### src/rtl/cu_pkg.sv
// Shared definitions for the control unit: widths, opcodes, the T-state
// encoding, the control-word bit layout and the ALU operation codes.
package cu_pkg;

    localparam int unsigned CTRL_W = 28;
    localparam int unsigned OP_W   = 5;
    localparam int unsigned ALU_W  = 4;
    localparam int unsigned STEP_W = 4;

    // Instruction opcodes (IR[31:27])
    localparam logic [OP_W-1:0] OP_LD   = 5'b00000;
    localparam logic [OP_W-1:0] OP_ST   = 5'b00010;
    localparam logic [OP_W-1:0] OP_ADD  = 5'b00011;
    localparam logic [OP_W-1:0] OP_SUB  = 5'b00100;
    localparam logic [OP_W-1:0] OP_BR   = 5'b10010;
    localparam logic [OP_W-1:0] OP_JR   = 5'b10011;
    localparam logic [OP_W-1:0] OP_JAL  = 5'b10100;
    localparam logic [OP_W-1:0] OP_NOP  = 5'b11010;
    localparam logic [OP_W-1:0] OP_HALT = 5'b11011;

    // ALU operation select
    localparam logic [ALU_W-1:0] ALU_ADD = 4'b0000;
    localparam logic [ALU_W-1:0] ALU_SUB = 4'b0001;

    // T-state encoding doubles as the debug step value (T0W reports as 0)
    typedef enum logic [3:0] {
        ST_T0   = 4'd0,
        ST_T1   = 4'd1,
        ST_T2   = 4'd2,
        ST_T3   = 4'd3,
        ST_T4   = 4'd4,
        ST_T5   = 4'd5,
        ST_T6   = 4'd6,
        ST_T7   = 4'd7,
        ST_RST  = 4'd8,
        ST_T0W  = 4'd9,
        ST_HALT = 4'd15
    } state_e;

    // Control word layout: pc_out is bit 27, spare is bit 0
    typedef struct packed {
        logic pc_out;
        logic pc_in;
        logic inc_pc;
        logic mar_in;
        logic mdr_in;
        logic mdr_out;
        logic ir_in;
        logic read;
        logic ram_in;
        logic y_in;
        logic zlow_in;
        logic zlow_out;
        logic zhigh_in;
        logic zhigh_out;
        logic hi_in;
        logic lo_in;
        logic hi_out;
        logic lo_out;
        logic c_out;
        logic ba_out;
        logic gra;
        logic grb;
        logic grc;
        logic r_in;
        logic r_out;
        logic con_in;
        logic r15_in;
        logic spare;
    } ctrl_t;

endpackage

### src/rtl/control_unit.sv
// control_unit: Moore T-state sequencer for a simple RISC datapath.
//   Clock   - rising-edge system clock
//   Clear   - asynchronous active-low reset
//   step_go - (only with CU_SINGLE_STEP_EN) release the next instruction
//   opcode  - IR[31:27]; must be stable by the end of T2
//   CON_FF  - branch condition flag
//   ctrl    - registered control word (layout: cu_pkg::ctrl_t)
//   alu_op  - registered ALU select
//   Run     - 1 while sequencing, 0 in HALT
//   step    - registered T-state number (RST=8, HALT=15)
// Build option CU_SINGLE_STEP_EN: the FSM idles in T0 with ctrl=0 until
// step_go is sampled high, then issues the T0 fetch word the next cycle.
module control_unit
    import cu_pkg::*;
(
    input  logic              Clock,
    input  logic              Clear,
`ifdef CU_SINGLE_STEP_EN
    input  logic              step_go,
`endif
    input  logic [OP_W-1:0]   opcode,
    input  logic              CON_FF,
    output logic [CTRL_W-1:0] ctrl,
    output logic [ALU_W-1:0]  alu_op,
    output logic              Run,
    output logic [STEP_W-1:0] step
);

`ifdef CU_SINGLE_STEP_EN
    localparam state_e FETCH_ST = ST_T0W;
`else
    localparam state_e FETCH_ST = ST_T0;
`endif

    state_e             state_q, state_d;
    logic [OP_W-1:0]    op_q, op_d;
    ctrl_t              ctrl_q, ctrl_d;
    logic [ALU_W-1:0]   alu_q, alu_d;
    logic               run_q, run_d;
    logic [STEP_W-1:0]  step_q, step_d;

    // State, latched opcode and output registers
    always_ff @(posedge Clock or negedge Clear) begin
        if (!Clear) begin
            state_q <= ST_RST;
            op_q    <= '0;
            ctrl_q  <= '0;
            alu_q   <= ALU_ADD;
            run_q   <= 1'b1;
            step_q  <= STEP_W'(ST_RST);
        end else begin
            state_q <= state_d;
            op_q    <= op_d;
            ctrl_q  <= ctrl_d;
            alu_q   <= alu_d;
            run_q   <= run_d;
            step_q  <= step_d;
        end
    end

    // Next-state logic; opcode is captured on the T2->T3 edge
    always_comb begin
        state_d = state_q;
        op_d    = op_q;
        case (state_q)
            ST_RST:  state_d = FETCH_ST;
            ST_T0W: begin
`ifdef CU_SINGLE_STEP_EN
                if (step_go) state_d = ST_T0;
`else
                state_d = ST_T0;
`endif
            end
            ST_T0:   state_d = ST_T1;
            ST_T1:   state_d = ST_T2;
            ST_T2: begin
                state_d = ST_T3;
                op_d    = opcode;
            end
            ST_T3: begin
                case (op_q)
                    OP_JAL, OP_ADD, OP_SUB,
                    OP_LD, OP_ST, OP_BR:    state_d = ST_T4;
                    OP_HALT:                state_d = ST_HALT;
                    default:                state_d = FETCH_ST;
                endcase
            end
            ST_T4:   state_d = (op_q == OP_JAL) ? FETCH_ST : ST_T5;
            ST_T5:   state_d = (op_q == OP_ADD || op_q == OP_SUB) ? FETCH_ST : ST_T6;
            ST_T6:   state_d = (op_q == OP_BR) ? FETCH_ST : ST_T7;
            ST_T7:   state_d = FETCH_ST;
            ST_HALT: state_d = ST_HALT;
            default: state_d = FETCH_ST;
        endcase
    end

    // Output decode of the state being entered, so registered outputs line
    // up with the state. The br T6 decision uses CON_FF at the T5->T6 edge;
    // CON_FF is already settled since CONin fired in T3.
    always_comb begin
        ctrl_d = '0;
        alu_d  = ALU_ADD;
        run_d  = (state_d != ST_HALT);
        step_d = (state_d == ST_T0W) ? STEP_W'(0) : STEP_W'(state_d);
        case (state_d)
            ST_T0: begin
                ctrl_d.pc_out  = 1'b1;
                ctrl_d.mar_in  = 1'b1;
                ctrl_d.inc_pc  = 1'b1;
                ctrl_d.zlow_in = 1'b1;
            end
            ST_T1: begin
                ctrl_d.zlow_out = 1'b1;
                ctrl_d.pc_in    = 1'b1;
                ctrl_d.read     = 1'b1;
                ctrl_d.mdr_in   = 1'b1;
            end
            ST_T2: begin
                ctrl_d.mdr_out = 1'b1;
                ctrl_d.ir_in   = 1'b1;
            end
            ST_T3: begin
                case (op_d)
                    OP_JR:  begin ctrl_d.gra = 1'b1; ctrl_d.r_out = 1'b1; ctrl_d.pc_in = 1'b1; end
                    OP_JAL: begin ctrl_d.pc_out = 1'b1; ctrl_d.r15_in = 1'b1; end
                    OP_ADD, OP_SUB: begin ctrl_d.grb = 1'b1; ctrl_d.r_out = 1'b1; ctrl_d.y_in = 1'b1; end
                    OP_LD, OP_ST:   begin ctrl_d.grb = 1'b1; ctrl_d.ba_out = 1'b1; ctrl_d.y_in = 1'b1; end
                    OP_BR:  begin ctrl_d.gra = 1'b1; ctrl_d.r_out = 1'b1; ctrl_d.con_in = 1'b1; end
                    default: ;
                endcase
            end
            ST_T4: begin
                case (op_d)
                    OP_JAL: begin ctrl_d.gra = 1'b1; ctrl_d.r_out = 1'b1; ctrl_d.pc_in = 1'b1; end
                    OP_ADD, OP_SUB: begin
                        ctrl_d.grc     = 1'b1;
                        ctrl_d.r_out   = 1'b1;
                        ctrl_d.zlow_in = 1'b1;
                        alu_d          = (op_d == OP_SUB) ? ALU_SUB : ALU_ADD;
                    end
                    OP_LD, OP_ST: begin ctrl_d.c_out = 1'b1; ctrl_d.zlow_in = 1'b1; end
                    OP_BR:  begin ctrl_d.pc_out = 1'b1; ctrl_d.y_in = 1'b1; end
                    default: ;
                endcase
            end
            ST_T5: begin
                case (op_d)
                    OP_ADD, OP_SUB: begin ctrl_d.zlow_out = 1'b1; ctrl_d.gra = 1'b1; ctrl_d.r_in = 1'b1; end
                    OP_LD, OP_ST:   begin ctrl_d.zlow_out = 1'b1; ctrl_d.mar_in = 1'b1; end
                    OP_BR:  begin ctrl_d.c_out = 1'b1; ctrl_d.zlow_in = 1'b1; end
                    default: ;
                endcase
            end
            ST_T6: begin
                case (op_d)
                    OP_LD: begin ctrl_d.read = 1'b1; ctrl_d.mdr_in = 1'b1; end
                    OP_ST: begin ctrl_d.gra = 1'b1; ctrl_d.r_out = 1'b1; ctrl_d.mdr_in = 1'b1; end
                    OP_BR: begin ctrl_d.zlow_out = 1'b1; ctrl_d.pc_in = CON_FF; end
                    default: ;
                endcase
            end
            ST_T7: begin
                case (op_d)
                    OP_LD: begin ctrl_d.mdr_out = 1'b1; ctrl_d.gra = 1'b1; ctrl_d.r_in = 1'b1; end
                    OP_ST: ctrl_d.ram_in = 1'b1;
                    default: ;
                endcase
            end
            default: ;
        endcase
    end

    assign ctrl   = ctrl_q;
    assign alu_op = alu_q;
    assign Run    = run_q;
    assign step   = step_q;

endmodule

### config.mk
export PLATFORM = sky130hd
export DESIGN_NAME = control_unit
export DESIGN_NICKNAME = d
export VERILOG_FILES = /design/src/rtl/cu_pkg.sv /design/src/rtl/control_unit.sv
export SDC_FILE = /design/constraint.sdc
export NUM_CORES = 1
export LEC_CHECK = 0
export ABC_CLOCK_PERIOD_IN_PS = 3300
export BUFFER_PORTS_ARGS = -buffer_cell sky130_fd_sc_hd__buf_2
export CORE_UTILIZATION = 35
export CTS_CLUSTER_SIZE = 25
export DETAILED_ROUTE_END_ITERATION = 8
export MAX_ROUTING_LAYER = met4
export PLACE_DENSITY = 0.58
export SETUP_SLACK_MARGIN = 0.2
export SLEW_MARGIN = 20
export SYNTH_ARGS = -nofsm -noshare
export SYNTH_HDL_FRONTEND = slang
export SYNTH_SLANG_ARGS = --single-unit
### constraint.sdc
create_clock -name Clock -period 3.3 [get_ports Clock]
set_input_delay 0.165 -clock Clock [delete_from_list [all_inputs] [get_ports Clock]]
set_output_delay 0.165 -clock Clock [all_outputs]
set_load 0.01 [all_outputs]
==> results of run 1 <==
[cells in the mapped netlist (2+ instances only)]
cell,count
o211ai_1,4
inv_1,9
a21oi_1,5
nand2_1,23
nand3_1,3
buf_4,11
mux2i_1,3
o21bai_1,2
a211o_1,2
nand4_1,2
o31ai_1,3
dfrtp_1,32
and2_1,2
nor3_1,6
clkbuf_1,2
nand2b_1,4
or2_2,2
o22ai_1,4
o21ai_0,5
dfstp_2,3
nor3b_1,2
and3b_2,2
buf_2,5
nor2_1,17
a21boi_0,2
[power groups by stage]
stage          Clock [mW]  Combinational (mW)  Sequential [mW]
6_report            0.290               0.748            0.681
5_1_grt             0.320               0.831            0.699
4_1_cts             0.302               0.749            0.677
3_5_place_dp            0               0.745            0.684
3_3_place_gp            0               0.748            0.683
2_1_floorplan           0               0.563            0.661
[stage by stage]
stage / instance area, um2 / hold slack, ps / utilization [%]
after floorplan: 1820 / -131 / -
after global placement: 1980 / 275 / 41.0
after detailed placement: 1980 / 286 / 41.0
after CTS: 2070 / 82.2 / 42.9
after global routing: 2070 / 107 / 42.9
final: 2070 / 90.8 / 42.9
[sequential cells by signal (all words and copies together) (netlist names)]
signal   flops
Run          1
alu_op       1
ctrl        21
op_q         5
state_q      4
step         3
[logic make-up after synthesis]
family,Yosys count
and+or+nand+nor,75
DFF,35
buffers and inverters,27
muxes,4
AOI/OAI and AO/OA,38
other,1
adders and majority gates,1
[critical path, cell delays in order (launching register included)]
cell	delay [ps]
dfrtp_1	500
nor3b_1	290
o21ai_0	230
o21ai_0	430
nand4_2	280
or2_1	370
o31ai_1	310
[layout make-up]
cell class / instances / share of cell area, %
Clock buffer: 7 / 3.69
Clock inverter: 1 / 0.242
Inverter: 9 / 1.63
Multi-Input combinational cell: 128 / 38.4
Sequential cell: 35 / 42.6
Tap cell: 67 / 4.06
Timing Repair Buffer: 37 / 9.44
[worst paths after layout]
kind	to	slack, ps	depth (start not counted)
max reg2reg	ctrl[3]	780	6
max	ctrl[3]	780	6
max in group asynchronous	ctrl[21]	2340	2
min	ctrl[26]	90	3
min reg2reg	ctrl[21]	620	1
min in group asynchronous	ctrl[6]	480	2
[what timing repair did]
action                    4_1_cts  5_1_grt
resized for setup               0        0
hold buffers                    1        0
hold endpoints to repair       32        0
[layer usage]
metal / share of wire [%] / routed length [um]
met1: 46 / 1810
met2: 46 / 1800
met3: 5.0 / 195
met4: 2.3 / 89
met5: 0 / 0
==> run summary, run 1 <==
status = completed
number of nets in the layout = 224
most frequent cells in the layout = buf_2 (34), dfrtp_1 (32), nand2_1 (23)
Tmin final = 2520 ps
H-tree depth = 2
Die Ht = 73.5 um
Primary FF master, synth = dfrtp_1
Seq pwr share = 39.6%
full die area = 5400 um2
Clock Tree Buf Depth = 2
Sink Count = 35
Syn Std Cell Area = 1790 um2
gp weighted congestion = 0.905
Final Hold Fails = 0
EDFF count, synth = 0
drt via density = 5.01
MaxCap Viol Count = 0
num ports = 45
Highest Clock Rate = 397 MHz
Worst VDD drop = 225 uV
GRT met3 Usage = 4.39%
crit start category = flip-flop
period utilization = 76.4%
Placement Setup Slack = 818 ps
Rows = 25
Compound-Gate Fraction of Synth Area = 16.6%
worst clock skew = 5.06 ps
hold_sp = CON_FF
Pins Over Slew Limit = 0
Non-Filler Instances = 284
pin count of the biggest net entering global routing = 36
vias in the first global route = 1254
share of cells above drive strength 1 = 28.1%
dpl hpwl = 2770 um
setup TNS = 0 ps
CORE AREA = 4820 um2
count of state elements after synthesis = 35
ranking of synthesized cells by area = dfrtp_1 (45%), nand2_1 (4.8%), buf_4 (4.6%), dfstp_2 (4.4%), nor2_1 (3.6%)
relative slew slack = 50.1%
gr ovfl total = 0
final setup violation count = 0
clock transition at the registers of the reported paths = 70 ps
sequential area share after synthesis = 49.2%
mux share of post-synthesis cell area = 2.31%
Leakage Power = 1.02 nW
WS Path Type = flip-flop to flip-flop
commonest non-fill, non-tap cell in the layout = buf_2
DR iter-0 viols = 90
initial antenna violation count = 0
Final WS setup = 780 ps
Die Wd = 73.5 um
met1 Track Usage GR = 20.5%
pwr/cell area = 831 nW/um2
Mean Syn Cell Area = 9.88 um2
starting density of the core = 37.1%
vias = 1424
Comb power frac = 43.5%
Slew @ Worst Pin = 749 ps
WL/cell = 13.7 um
clk root buf = clkbuf_8
footprint of the multi-input gates = 793 um2
Distinct cells, synth = 51
Post-Synthesis Cells = 181
Hold Path Class = primary input to flip-flop
GRT busiest layer = met2
DRC viols = 0
largest family of logic cells by synthesized area = simple AND/OR/NAND/NOR gates
post-route ant nets = 0
critical path arrival = 2700 ps
unrepaired setup endpoints after global routing = false
Synth warnings = 0
GRT Util Overall = 16.2%
fillers = 509
Clk Latency, worst-skew pair = 280 ps
Pwr Total = 1.72 mW
P_sw = 0.716 mW
Yosys top cell area share = 44.8%
worst r2r src = op_q[2]
CTS Buf Count = 5
# port buffers = 34
Pint = 1.00 mW
CP endpoint kind = flip-flop
clock power share = 16.9%
Antenna diodes = 0
WL final = 3890 um
GR Util met2 = 24.0%
placed cells = 275
dominant cell type by area after synthesis = dfrtp_1
CTS tree = done
simple-gate portion of the synthesized area = 22.8%
sw frac = 41.7%
Worst EP required = 3480 ps
crit path max fanout = 9
Post-Synth Adder-Cell Area = 0.560%
Worst setup startpoint = op_q[2]
area share of xor/xnor cells in the synthesized design = 0%
first-pass GRT wire length = 6240 um
TritonRoute pass-1 iters = 4
Area Growth Syn to Fin = 15.6%
Post-CTS Setup Inserts = 0
Post-synth ARST share = 100%
Storage cell area = 880 um2
No activity file was read; power rests on OpenSTA's default activity.
==> run 2: changes to the inputs <==
- ABC_CLOCK_PERIOD_IN_PS: 3300 -> 2500
- clock period: 3.3 -> 2.5 ns (I/O delays scaled with it)
==> run 2 against run 1 <==
Against the previous run: sequential cell count unchanged; clock power up 36%; critical path depth decreased by 1; fmax increased by 13%; die area unchanged; combinational power increased by 63%; sequential share of layout area is 2.0 points lower; via count up 4.5%; cell area increased by 5.3%; cell count rose by 3.9%; critical path type unchanged; highest routed layer unchanged.
==> run summary, run 2 (same netlist as run 1, synthesis figures left out) <==
CP peak stage delay = 600 ps
Worst Hold Endpoint = ctrl[26]
first-pass GRT wire length = 6710 um
GRT Util Overall = 17.6%
unrepaired setup endpoints after global routing = false
gr ovfl total = 0
worst r2r path cells = 5
placed cells = 284
Pwr Total = 2.47 mW
status = completed
pwr/cell area = 1130 nW/um2
Hold Path Class = primary input to flip-flop
Rows = 25
Comb power frac = 49.5%
fillers = 497
footprint of the multi-input gates = 817 um2
flop2flop setup slack = 270 ps
CP endpoint kind = flip-flop
Sink Count = 35
worst r2r src = op_q[3]
gp weighted congestion = 0.881
Worst VDD drop = 304 uV
CORE AREA = 4820 um2
Top delay family on crit path = simple AND/OR/NAND/NOR gates
Storage cell area = 883 um2
Final WS setup = 273 ps
DRC viols = 0
Worst setup startpoint = op_q[3]
WS Path Type = flip-flop to flip-flop
DR iter-0 viols = 90
Crit-path slowest cell = or4b_4
Highest Clock Rate = 449 MHz
initial antenna violation count = 0
Cells on Worst Hold Path = 3
crit start category = flip-flop
sw frac = 41.7%
crit path max fanout = 7
CTS Buf Count = 5
Die Ht = 73.5 um
clock transition at the registers of the reported paths = 70 ps
dpl hpwl = 2960 um
Worst EP required = 2720 ps
Tmin final = 2230 ps
# port buffers = 34
setup TNS = 0 ps
Final Util = 45.2%
starting density of the core = 37.1%
Area Growth Syn to Fin = 21.8%
drt via density = 5.04
clock power share = 16.0%
share of cells above drive strength 1 = 35.1%
H-tree depth = 2
Clk Latency, worst-skew pair = 290 ps
full die area = 5400 um2
period utilization = 89.1%
Leakage Power = 1.07 nW
worst r2r dst = ctrl[7]
Final Hold Fails = 0
Cell Chain, Critical Path = or4b_4, a2111oi_4, a21oi_2, or4_4, nand2_1
worst clock skew = 8.07 ps
Pint = 1.44 mW
pin count of the biggest net entering global routing = 36
commonest non-fill, non-tap cell in the layout = buf_2
number of flip-flops in the largest register = 21
Seq pwr share = 34.5%
post-route ant nets = 0
num ports = 45
Slew @ Worst Pin = 755 ps
CTS tree = done
relative slew slack = 49.6%
WL final = 4210 um
vias in the first global route = 1349
Pins Over Slew Limit = 0
TritonRoute pass-1 iters = 4
clk root buf = clkbuf_8
MaxCap Viol Count = 0
number of nets in the layout = 235
most frequent cells in the layout = buf_2 (34), dfrtp_1 (29), nand2_1 (23)
critical path arrival = 2450 ps
Buf/Inv on CP = 0
Clock Tree Buf Depth = 2
Antenna diodes = 0
WL/cell = 14.3 um
vias = 1488
Die Wd = 73.5 um
Placement Setup Slack = 158 ps
P_sw = 1.03 mW
hold_sp = CON_FF
Non-Filler Instances = 295
final setup violation count = 0
## run 2: cell types whose count changed in the layout (fill, tap and decap cells not counted), sizes merged
cell | previous run | this run
buf | 36 | 47
## run 2: layout make-up
type / instances / share of cell area [%]
flip-flops and latches: 35 / 40.6
multi-input cells: 128 / 37.5
repair buffers: 48 / 12.8
well taps: 67 / 3.85
clock buffers: 7 / 3.51
inverters: 9 / 1.55
clock inverters: 1 / 0.230
## run 2: power by group through the flow
stage | Clock (mW) | Combinational, mW | Sequential (mW)
3_3_place_gp | 0 | 1.15 | 0.854
4_1_cts | 0.402 | 1.17 | 0.849
6_report | 0.394 | 1.22 | 0.852
3_5_place_dp | 0 | 1.15 | 0.856
2_1_floorplan | 0 | 0.744 | 0.873
5_1_grt | 0.429 | 1.35 | 0.869
## run 2: what timing repair did
item                                   CTS  global route
endpoints found under the hold margin   32             0
pin swaps                                1             4
setup endpoints to repair                2             9
gates cloned                             0             0
hold buffers                             1             0
resized for setup                        2             9
buffers inserted                         1             1
## run 2: worst max-delay path by stage
stage,cells past startpoint,to,slack [ps]
2_1_floorplan,7,ctrl[4],350
3_3_place_gp,5,ctrl[3],160
3_5_place_dp,5,ctrl[3],160
4_1_cts,5,ctrl[7],210
5_1_grt,6,ctrl[27],210
6_report,5,ctrl[7],270
## run 2: per-layer routing
layer	up-vias	wire [um]	global-route usage, %
met4	0	76	8.33
met1	712	1940	23.3
met5	-	0	-
met2	59	1920	25.2
met3	7	267	4.39
li1	710	-	-
## run 2: worst register-to-register path, delay by kind of cell, from the launching register on
kind | cells | cell delay (ps)
AOI/OAI and AO/OA | 2 | 490
DFF | 1 | 450
and+or+nand+nor | 3 | 1220
## run 2: stage by stage
stage               instance area, um2  hold slack (ps)
global placement                  2040              236
finish                            2180             55.8
detailed placement                2040              247
floorplan                         1820             -171
CTS                               2150             48.7
global route                      2180             76.4
